--- src/rtl/lsu_pkg.sv ---
`default_nettype none
//============================================================================
// Module : lsu_pkg
// Brief  : Shared encodings, state type and access rule helpers for the LSU.
// Rev    : 1.0  initial release
//============================================================================
package lsu_pkg;

    localparam logic [2:0] LS_B  = 3'd1;
    localparam logic [2:0] LS_H  = 3'd2;
    localparam logic [2:0] LS_W  = 3'd3;
    localparam logic [2:0] LS_BU = 3'd4;
    localparam logic [2:0] LS_HU = 3'd5;

    localparam int BYTE_W    = 8;
    localparam int HALF_W    = 16;
    localparam int WORD_W    = 32;
    localparam int NUM_LANES = 4;

    typedef enum logic [1:0] {
        IDLE = 2'd0,
        BUSY = 2'd1,
        DONE = 2'd2
    } lsu_state_t;

    function automatic logic ls_illegal(input logic rd, input logic wr, input logic [2:0] sel);
        logic bad;
        bad = 1'b0;
        if (rd && wr)
            bad = 1'b1;
        else if (rd)
            bad = !(sel inside {LS_B, LS_H, LS_W, LS_BU, LS_HU});
        else if (wr)
            bad = !(sel inside {LS_B, LS_H, LS_W});
        return bad;
    endfunction

    function automatic logic ls_misaligned(input logic [2:0] sel, input logic [1:0] off);
        logic mis;
        mis = 1'b0;
        case (sel)
            LS_H, LS_HU: mis = off[0];
            LS_W:        mis = (off != 2'b00);
            default:     mis = 1'b0;
        endcase
        return mis;
    endfunction

endpackage
`default_nettype wire

--- src/rtl/lsu_ctrl_if.sv ---
`default_nettype none
//============================================================================
// Module : lsu_ctrl_if
// Brief  : Word-addressed data memory req/ack bus between LSU and memory.
// Rev    : 1.0  initial release
//============================================================================
interface lsu_ctrl_if #(
    parameter int ADDR_WIDTH = 32,
    parameter int DATA_WIDTH = 32
);
    logic                  dmem_req;
    logic                  dmem_we;
    logic [ADDR_WIDTH-1:0] dmem_addr;
    logic [3:0]            dmem_be;
    logic [DATA_WIDTH-1:0] dmem_wdata;
    logic [DATA_WIDTH-1:0] dmem_rdata;
    logic                  dmem_ack;

    modport master (
        output dmem_req, dmem_we, dmem_addr, dmem_be, dmem_wdata,
        input  dmem_rdata, dmem_ack
    );

    modport slave (
        input  dmem_req, dmem_we, dmem_addr, dmem_be, dmem_wdata,
        output dmem_rdata, dmem_ack
    );
endinterface
`default_nettype wire

--- src/rtl/lsu_lane_align.sv ---
`default_nettype none
//============================================================================
// Module : lsu_lane_align
// Brief  : Store lane replication / byte enables and load extract / extend.
// Rev    : 1.0  initial release
//============================================================================
module lsu_lane_align
    import lsu_pkg::*;
(
    input  logic [2:0]           st_sel,
    input  logic [1:0]           st_off,
    input  logic [WORD_W-1:0]    store_data,
    input  logic [2:0]           ld_sel,
    input  logic [1:0]           ld_off,
    input  logic [WORD_W-1:0]    rdata,
    output logic [WORD_W-1:0]    wdata,
    output logic [NUM_LANES-1:0] be,
    output logic [WORD_W-1:0]    load_ext
);

    logic [BYTE_W-1:0] w_byte;
    logic [HALF_W-1:0] w_half;

    always_comb begin
        wdata = store_data;
        be    = 4'b1111;
        case (st_sel)
            LS_B: begin
                wdata = {4{store_data[BYTE_W-1:0]}};
                be    = 4'b0001 << st_off;
            end
            LS_H: begin
                wdata = {2{store_data[HALF_W-1:0]}};
                be    = st_off[1] ? 4'b1100 : 4'b0011;
            end
            default: ;
        endcase
    end

    always_comb begin
        w_byte   = rdata[{ld_off, 3'b000} +: BYTE_W];
        w_half   = ld_off[1] ? rdata[WORD_W-1:HALF_W] : rdata[HALF_W-1:0];
        load_ext = rdata;
        case (ld_sel)
            LS_B:    load_ext = {{(WORD_W-BYTE_W){w_byte[BYTE_W-1]}}, w_byte};
            LS_BU:   load_ext = {{(WORD_W-BYTE_W){1'b0}}, w_byte};
            LS_H:    load_ext = {{(WORD_W-HALF_W){w_half[HALF_W-1]}}, w_half};
            LS_HU:   load_ext = {{(WORD_W-HALF_W){1'b0}}, w_half};
            default: load_ext = rdata;
        endcase
    end

endmodule
`default_nettype wire

--- src/rtl/lsu_ctrl.sv ---
`default_nettype none
//============================================================================
// Module : lsu_ctrl
// Brief  : Load/store unit: fault detection, req/ack memory access, stall.
// Rev    : 1.0  initial release
//============================================================================
module lsu_ctrl
    import lsu_pkg::*;
#(
    parameter int ADDR_WIDTH     = 32,
    parameter int DATA_WIDTH     = 32,
    parameter int TIMEOUT_CYCLES = 16
)(
    input  logic                  clk,
    input  logic                  rst_n,
    input  logic                  mem_read,
    input  logic                  mem_write,
    input  logic [2:0]            ls_sel,
    input  logic [ADDR_WIDTH-1:0] addr,
    input  logic [DATA_WIDTH-1:0] store_data,
    output logic                  stall,
    output logic [DATA_WIDTH-1:0] load_data,
    output logic                  load_valid,
    output logic                  misalign_err,
    output logic                  illegal_err,
    output logic                  bus_err,
    lsu_ctrl_if.master            dmem
);

    localparam int              CNT_W    = $clog2(TIMEOUT_CYCLES);
    localparam logic [CNT_W-1:0] CNT_LAST = CNT_W'(TIMEOUT_CYCLES - 1);

    lsu_state_t            r_state, w_next;
    logic [CNT_W-1:0]      r_cnt;
    logic                  r_req, r_we;
    logic [ADDR_WIDTH-1:0] r_addr;
    logic [3:0]            r_be;
    logic [DATA_WIDTH-1:0] r_wdata;
    logic [2:0]            r_sel;
    logic [1:0]            r_off;

    logic                  w_req, w_illegal, w_misal;
    logic                  w_accept, w_done, w_timeout, w_stall;
    logic [DATA_WIDTH-1:0] w_wdata, w_load_ext;
    logic [3:0]            w_be;

    assign w_req     = mem_read | mem_write;
    assign w_illegal = ls_illegal(mem_read, mem_write, ls_sel);
    assign w_misal   = ls_misaligned(ls_sel, addr[1:0]);

    // Store lanes follow the live request; load lanes follow the latched one.
    lsu_lane_align u_align (
        .st_sel     (ls_sel),
        .st_off     (addr[1:0]),
        .store_data (store_data),
        .ld_sel     (r_sel),
        .ld_off     (r_off),
        .rdata      (dmem.dmem_rdata),
        .wdata      (w_wdata),
        .be         (w_be),
        .load_ext   (w_load_ext)
    );

    always_ff @(posedge clk) begin
        if (!rst_n)
            r_state <= IDLE;
        else
            r_state <= w_next;
    end

    always_comb begin
        w_next    = r_state;
        w_stall   = 1'b0;
        w_accept  = 1'b0;
        w_done    = 1'b0;
        w_timeout = 1'b0;
        case (r_state)
            IDLE: begin
                if (w_req && !w_illegal && !w_misal) begin
                    w_accept = 1'b1;
                    w_stall  = 1'b1;
                    w_next   = BUSY;
                end
            end
            BUSY: begin
                w_stall = 1'b1;
                if (dmem.dmem_ack) begin
                    w_done = 1'b1;
                    w_next = DONE;
                end else if (r_cnt == CNT_LAST) begin
                    w_timeout = 1'b1;
                    w_next    = IDLE;
                end
            end
            DONE:    w_next = IDLE;
            default: w_next = IDLE;
        endcase
    end

    always_ff @(posedge clk) begin
        if (!rst_n) begin
            r_cnt        <= '0;
            r_req        <= 1'b0;
            r_we         <= 1'b0;
            r_addr       <= '0;
            r_be         <= '0;
            r_wdata      <= '0;
            r_sel        <= '0;
            r_off        <= '0;
            load_data    <= '0;
            load_valid   <= 1'b0;
            misalign_err <= 1'b0;
            illegal_err  <= 1'b0;
            bus_err      <= 1'b0;
        end else begin
            illegal_err  <= (r_state == IDLE) && w_req && w_illegal;
            misalign_err <= (r_state == IDLE) && w_req && !w_illegal && w_misal;
            bus_err      <= w_timeout;
            load_valid   <= w_done && !r_we;
            if (w_accept) begin
                r_req   <= 1'b1;
                r_we    <= mem_write;
                r_addr  <= {addr[ADDR_WIDTH-1:2], 2'b00};
                r_be    <= w_be;
                r_wdata <= w_wdata;
                r_sel   <= ls_sel;
                r_off   <= addr[1:0];
                r_cnt   <= '0;
            end
            if (w_done) begin
                r_req <= 1'b0;
                if (!r_we)
                    load_data <= w_load_ext;
            end
            if (w_timeout)
                r_req <= 1'b0;
            if ((r_state == BUSY) && !w_done && !w_timeout)
                r_cnt <= r_cnt + 1'b1;
        end
    end

    assign stall           = w_stall;
    assign dmem.dmem_req   = r_req;
    assign dmem.dmem_we    = r_we;
    assign dmem.dmem_addr  = r_addr;
    assign dmem.dmem_be    = r_be;
    assign dmem.dmem_wdata = r_wdata;

endmodule
`default_nettype wire

--- src/flat_wrapper.sv ---
// flat-port wrapper written by rule: the top's interface ports become plain ports
module lsu_ctrl_flat import lsu_pkg::*;
#(
    parameter int ADDR_WIDTH     = 32,
    parameter int DATA_WIDTH     = 32,
    parameter int TIMEOUT_CYCLES = 16
)
  (clk, rst_n, mem_read, mem_write, ls_sel, addr, store_data, stall, load_data, load_valid, misalign_err, illegal_err, bus_err, dmem_dmem_req, dmem_dmem_we, dmem_dmem_addr, dmem_dmem_be, dmem_dmem_wdata, dmem_dmem_rdata, dmem_dmem_ack);
  lsu_ctrl_if #(.ADDR_WIDTH(ADDR_WIDTH), .DATA_WIDTH(DATA_WIDTH)) dmem_i ();
  input  logic clk;
  input  logic rst_n;
  input  logic mem_read;
  input  logic mem_write;
  input  logic [2:0] ls_sel;
  input  logic [ADDR_WIDTH-1:0] addr;
  input  logic [DATA_WIDTH-1:0] store_data;
  output logic stall;
  output logic [DATA_WIDTH-1:0] load_data;
  output logic load_valid;
  output logic misalign_err;
  output logic illegal_err;
  output logic bus_err;
  output wire logic [$bits(dmem_i.dmem_req)-1:0] dmem_dmem_req;
  output wire logic [$bits(dmem_i.dmem_we)-1:0] dmem_dmem_we;
  output wire logic [$bits(dmem_i.dmem_addr)-1:0] dmem_dmem_addr;
  output wire logic [$bits(dmem_i.dmem_be)-1:0] dmem_dmem_be;
  output wire logic [$bits(dmem_i.dmem_wdata)-1:0] dmem_dmem_wdata;
  input wire logic [$bits(dmem_i.dmem_rdata)-1:0] dmem_dmem_rdata;
  input wire logic [$bits(dmem_i.dmem_ack)-1:0] dmem_dmem_ack;
  assign dmem_dmem_req = dmem_i.dmem_req;
  assign dmem_dmem_we = dmem_i.dmem_we;
  assign dmem_dmem_addr = dmem_i.dmem_addr;
  assign dmem_dmem_be = dmem_i.dmem_be;
  assign dmem_dmem_wdata = dmem_i.dmem_wdata;
  assign dmem_i.dmem_rdata = dmem_dmem_rdata;
  assign dmem_i.dmem_ack = dmem_dmem_ack;
  lsu_ctrl #(.ADDR_WIDTH(ADDR_WIDTH), .DATA_WIDTH(DATA_WIDTH), .TIMEOUT_CYCLES(TIMEOUT_CYCLES)) u_core (.clk(clk), .rst_n(rst_n), .mem_read(mem_read), .mem_write(mem_write), .ls_sel(ls_sel), .addr(addr), .store_data(store_data), .stall(stall), .load_data(load_data), .load_valid(load_valid), .misalign_err(misalign_err), .illegal_err(illegal_err), .bus_err(bus_err), .dmem(dmem_i));
endmodule
--- config.mk ---
export PLATFORM = sky130hd
export DESIGN_NAME = lsu_ctrl_flat
export DESIGN_NICKNAME = d
export VERILOG_FILES = /design/src/rtl/lsu_pkg.sv /design/src/rtl/lsu_ctrl_if.sv /design/src/rtl/lsu_lane_align.sv /design/src/rtl/lsu_ctrl.sv /design/src/flat_wrapper.sv
export SDC_FILE = /design/constraint.sdc
export NUM_CORES = 1
export LEC_CHECK = 0
export CAP_MARGIN = 25
export CORE_UTILIZATION = 28
export DETAILED_ROUTE_END_ITERATION = 8
export PLACE_DENSITY = 0.61
export SLEW_MARGIN = 20
export SYNTH_ARGS = -nofsm -noshare
export SYNTH_HDL_FRONTEND = slang
export SYNTH_HIERARCHICAL = 1
export SYNTH_SLANG_ARGS = --single-unit
--- constraint.sdc ---
create_clock -name clk -period 1.9 [get_ports clk]
set_input_delay 0.38 -clock clk [delete_from_list [all_inputs] [get_ports clk]]
set_output_delay 0.38 -clock clk [all_outputs]
set_load 0.05 [all_outputs]
==> results.toml <==
[place]
port_buffers = 208
gp_congestion = 0.850
dp_hpwl_um = 14300

[drt]
drtAntennaViolNets = 0
vias_per_cell = 4.73
wl_met3_um = 1800
drc = 0
dr_wl_met2_um = 9050
dr_total_vias = 6107
top_layer = "met4"
wl_um = 19800
drt_iter0_markers = 271
wire_per_inst_um = 15.3
drt_pass1_iterations = 4
wl_met1_um = 8660

[die]
placementRows = 53
start_util_pct = 29.0
fp.dieArea_um2 = 22600
pin_count = 211
core_area_um2 = 21300
die_h_um = 150
die_x_um = 150

[pwr]
switching_share_pct = 31.6
p_leak_nw = 4.07
p_sw_w = 0.00259
powerDensity_nw_per_um2 = 879
intPower_w = 0.00560
p_comb_share_pct = 26.7
seq_power_share_pct = 32.6
vdd_drop_max_mv = 0.570
clkPwrFrac_pct = 40.7

[job]
drv_cap = 0

[synthesis]
yosys_warnings = 6
ys_ff_latch = 115
synthFlopType = "dfxtp_1"
synth_seq_area_share_pct = 37.3
yosys.area_share.simple_pct = 21.4
synth_compound_area_share_pct = 17.5
synth_top_family_by_area = "simple AND/OR/NAND/NOR gates"
synth_xor_area_share_pct = 0.567
postSynth.asyncResetShare_pct = 0
syn_avg_cell_area_um2 = 7.99
syn_inst = 773
synthMuxAreaShare_pct = 16.0
synth_fa_ha_area_share_pct = 0.203
synth.distinct_cells = 58
synth-edff-count = 0
syn_area_um2 = 6170

[sta]
max_freq_mhz = 536
fin_crit_sh_pct = 98.2
tightest_slew_ns = 0.511
fin_worst_skew_ns = 0.00924
slew_violations = 0
hold_violations = 0
min_period_ns = 1.87
finalSetupViolCount = 0
slew_headroom_pct = 66.0
tns_ns = 0

[critical_path]
endpoint_kind = "output pin"
r2r_end = "u_core/load_data[26]"
crit_chain = "dlygate4sd2_1 -> nor2_1 -> a211oi_2 -> or2_4 -> a31o_4 -> buf_12"
reg2reg_depth = 6
worst-path-stages = 6
cp_slowest_cell = "dlygate4sd2_1"
start_kind = "primary input"
path_class = "primary input to output pin"
startpoint = "ls_sel[0]"
reg2reg_slack_ns = 0.11
max_stage_delay_ns = 0.27
critPathTopFamily = "buffers and inverters"
r2r_start = "u_core/r_off[1]"
crit_required_ns = 1.52
cp_num_buf_inv = 2
crit_arrival_ns = 1.49
crit_fanout = 3
cp-endpoint = "stall"

[clocking]
cts_num_sinks = 115
clock_path_buffers = 2
cts_tree = "yes"
numCtsBuffers = 17
worstSkewPairLatency_ns = 0.41
root_buffer = "clkbuf_16"
ctsHoldBuffers = 0
htreeDepth = 4
path_clk_slew_ns = 0.05

[worst_hold_path]
hold_class = "primary input to flip-flop"

[run_status]
status = "completed"

[grt]
grt_pass1_wl_um = 30800
first_global_vias = 5766
grt_overflow_total = 0
grt_max_degree = 58
antenna_found_initial = 4
grtUsageTotal_pct = 17.6

[cells_and_area]
area_growth_pct = 51.1
fillers = 2171
nNetsFinal = 1105
drive_gt1_share_pct = 18.6
postLayoutCoreUtil_pct = 43.8
## how the worst min path moves through the flow
stage                                     from                          to  slack, ns  cells past startpoint
floorplan                      u_core/r_sel[1]             u_core/r_sel[1]       0.43                      2
global placement    u_core/dmem.dmem_wdata[15]  u_core/dmem.dmem_wdata[15]       0.44                      2
detailed placement  u_core/dmem.dmem_wdata[31]  u_core/dmem.dmem_wdata[31]       0.45                      2
CTS                                      rst_n           u_core/r_state[0]       0.37                      2
global route                         ls_sel[2]             u_core/r_sel[2]       0.39                      3
finish                               ls_sel[2]             u_core/r_sel[2]       0.34                      3
## area by class of cell
class	count	area [µm²]	share of cell area, %
Antenna cell	3	7.51	0.0805
Clock buffer	20	457	4.90
Clock inverter	12	153	1.64
Inverter	17	63.8	0.684
Multi-Input combinational cell	573	3520	37.7
Sequential cell	115	2310	24.8
Tap cell	275	344	3.69
Timing Repair Buffer	276	2470	26.5
## through the flow
stage                     cell area (µm²)  std cells  hold slack, ns  total power (W)  setup WS [ns]
after floorplan                      6180        774           0.431          0.00409          0.138
after global placement               8710       1255           0.442          0.00493         -0.353
after detailed placement             8710       1255           0.446          0.00494         -0.390
after CTS                            9260       1288           0.367          0.00829        -0.0175
after global routing                 9320       1289           0.385          0.00859       -0.00587
final                                9330       1291           0.337          0.00820         0.0347
## worst register-to-register path, cell delays in order, from the launching register on
cell and delay [ns]:
dfxtp_2 0.36, mux4_2 0.56, nor3b_1 0.18, o21a_4 0.28, a21o_1 0.19, nand2_1 0.05
a21boi_0 0.07
## cells by family (layout without fill, tap and decap cells)
group / after synthesis / in the layout
AND/OR/NAND/NOR: 316 / 316
AO/OA/AOI/OAI: 155 / 155
flip-flops: 115 / 115
multiplexers: 95 / 95
buffers and inverters: 86 / 325
XOR/XNOR: 4 / 4
adder cells (fa/ha/maj): 1 / 1
other: 1 / 5
## cells in the mapped netlist (all sizes together) (2+ instances only)
library cell / count / share of area, %
o31ai: 4 / 0.57
nand2: 224 / 14
inv: 16 / 0.97
a21o: 16 / 1.9
dfxtp: 115 / 37
and3: 3 / 0.30
and3b: 2 / 0.28
nor3b: 5 / 0.69
a211oi: 3 / 0.36
a31oi: 2 / 0.20
o22a: 8 / 1.1
nand3b: 7 / 0.85
buf: 36 / 4.0
nor2b: 7 / 0.71
o22ai: 10 / 1.0
o32a: 4 / 0.65
nor2: 47 / 2.9
nor3: 8 / 0.73
a2bb2oi: 6 / 0.85
nand3: 3 / 0.24
o211a: 4 / 0.65
nand2b: 6 / 0.61
o21a: 2 / 0.26
xor2: 3 / 0.43
a2111oi: 3 / 0.43
mux2i: 76 / 12
a21oi: 41 / 3.4
clkbuf: 33 / 2.0
a21boi: 32 / 3.9
o21ai: 12 / 0.97
mux2: 18 / 3.3
## repair_timing
action / 4_1_cts / 5_1_grt
pin swaps: 2 / 2
hold endpoints to repair: 0 / 0
gates resized for setup: 69 / 17
buffers inserted: 1 / 0
endpoints found under the setup margin: 60 / 28
gates cloned: 0 / 0
## power by group through the flow
| stage | logic, W | registers [W] | clock network, W |
|---|---|---|---|
| floorplan | 0.000860 | 0.00323 | 0 |
| CTS | 0.00217 | 0.00267 | 0.00344 |
| global route | 0.00233 | 0.00269 | 0.00357 |
| detailed placement | 0.00222 | 0.00272 | 0 |
| global placement | 0.00221 | 0.00272 | 0 |
| finish | 0.00219 | 0.00267 | 0.00334 |
## cells in the final DEF (no fill, tap or decap), drive strengths merged, types with 2 or more instances in the layout
cell type	n
nand2	224
buf	117
dfxtp	115
clkdlybuf4s50	95
mux2i	76
dlygate4sd2	62
nor2	47
a21oi	41
a21boi	32
clkbuf	22
mux2	18
inv	18
a21o	16
o21ai	12
o22ai	10
o22a	8
nor3	8
nand3b	7
nor2b	7
nand2b	6
a2bb2oi	6
nor3b	5
clkinvlp	4
o32a	4
clkinv	4
o31ai	4
o211a	4
diode	3
bufinv	3
and3	3
nand3	3
xor2	3
a211oi	3
a2111oi	3
and3b	2
conb	2
a31oi	2
o21a	2
## registers in the layout, summed over array words and instances (netlist names)
signal / count
u_core/r_state: 2
u_core/dmem.dmem_wdata: 32
u_core/bus_err: 1
u_core/misalign_err: 1
u_core/r_off: 2
u_core/dmem.dmem_addr: 30
u_core/dmem.dmem_be: 4
u_core/load_data: 32
u_core/r_cnt: 4
u_core/load_valid: 1
u_core/r_sel: 3
u_core/dmem.dmem_req: 1
u_core/illegal_err: 1
u_core/dmem.dmem_we: 1
## per-layer routing
layer	vias to the layer above	GRT usage [%]
li1	3072	-
met1	2814	21.4
met2	198	28.8
met3	23	6.85
met4	0	4.65
met5	-	0
No activity file was read; power rests on OpenSTA's default activity.
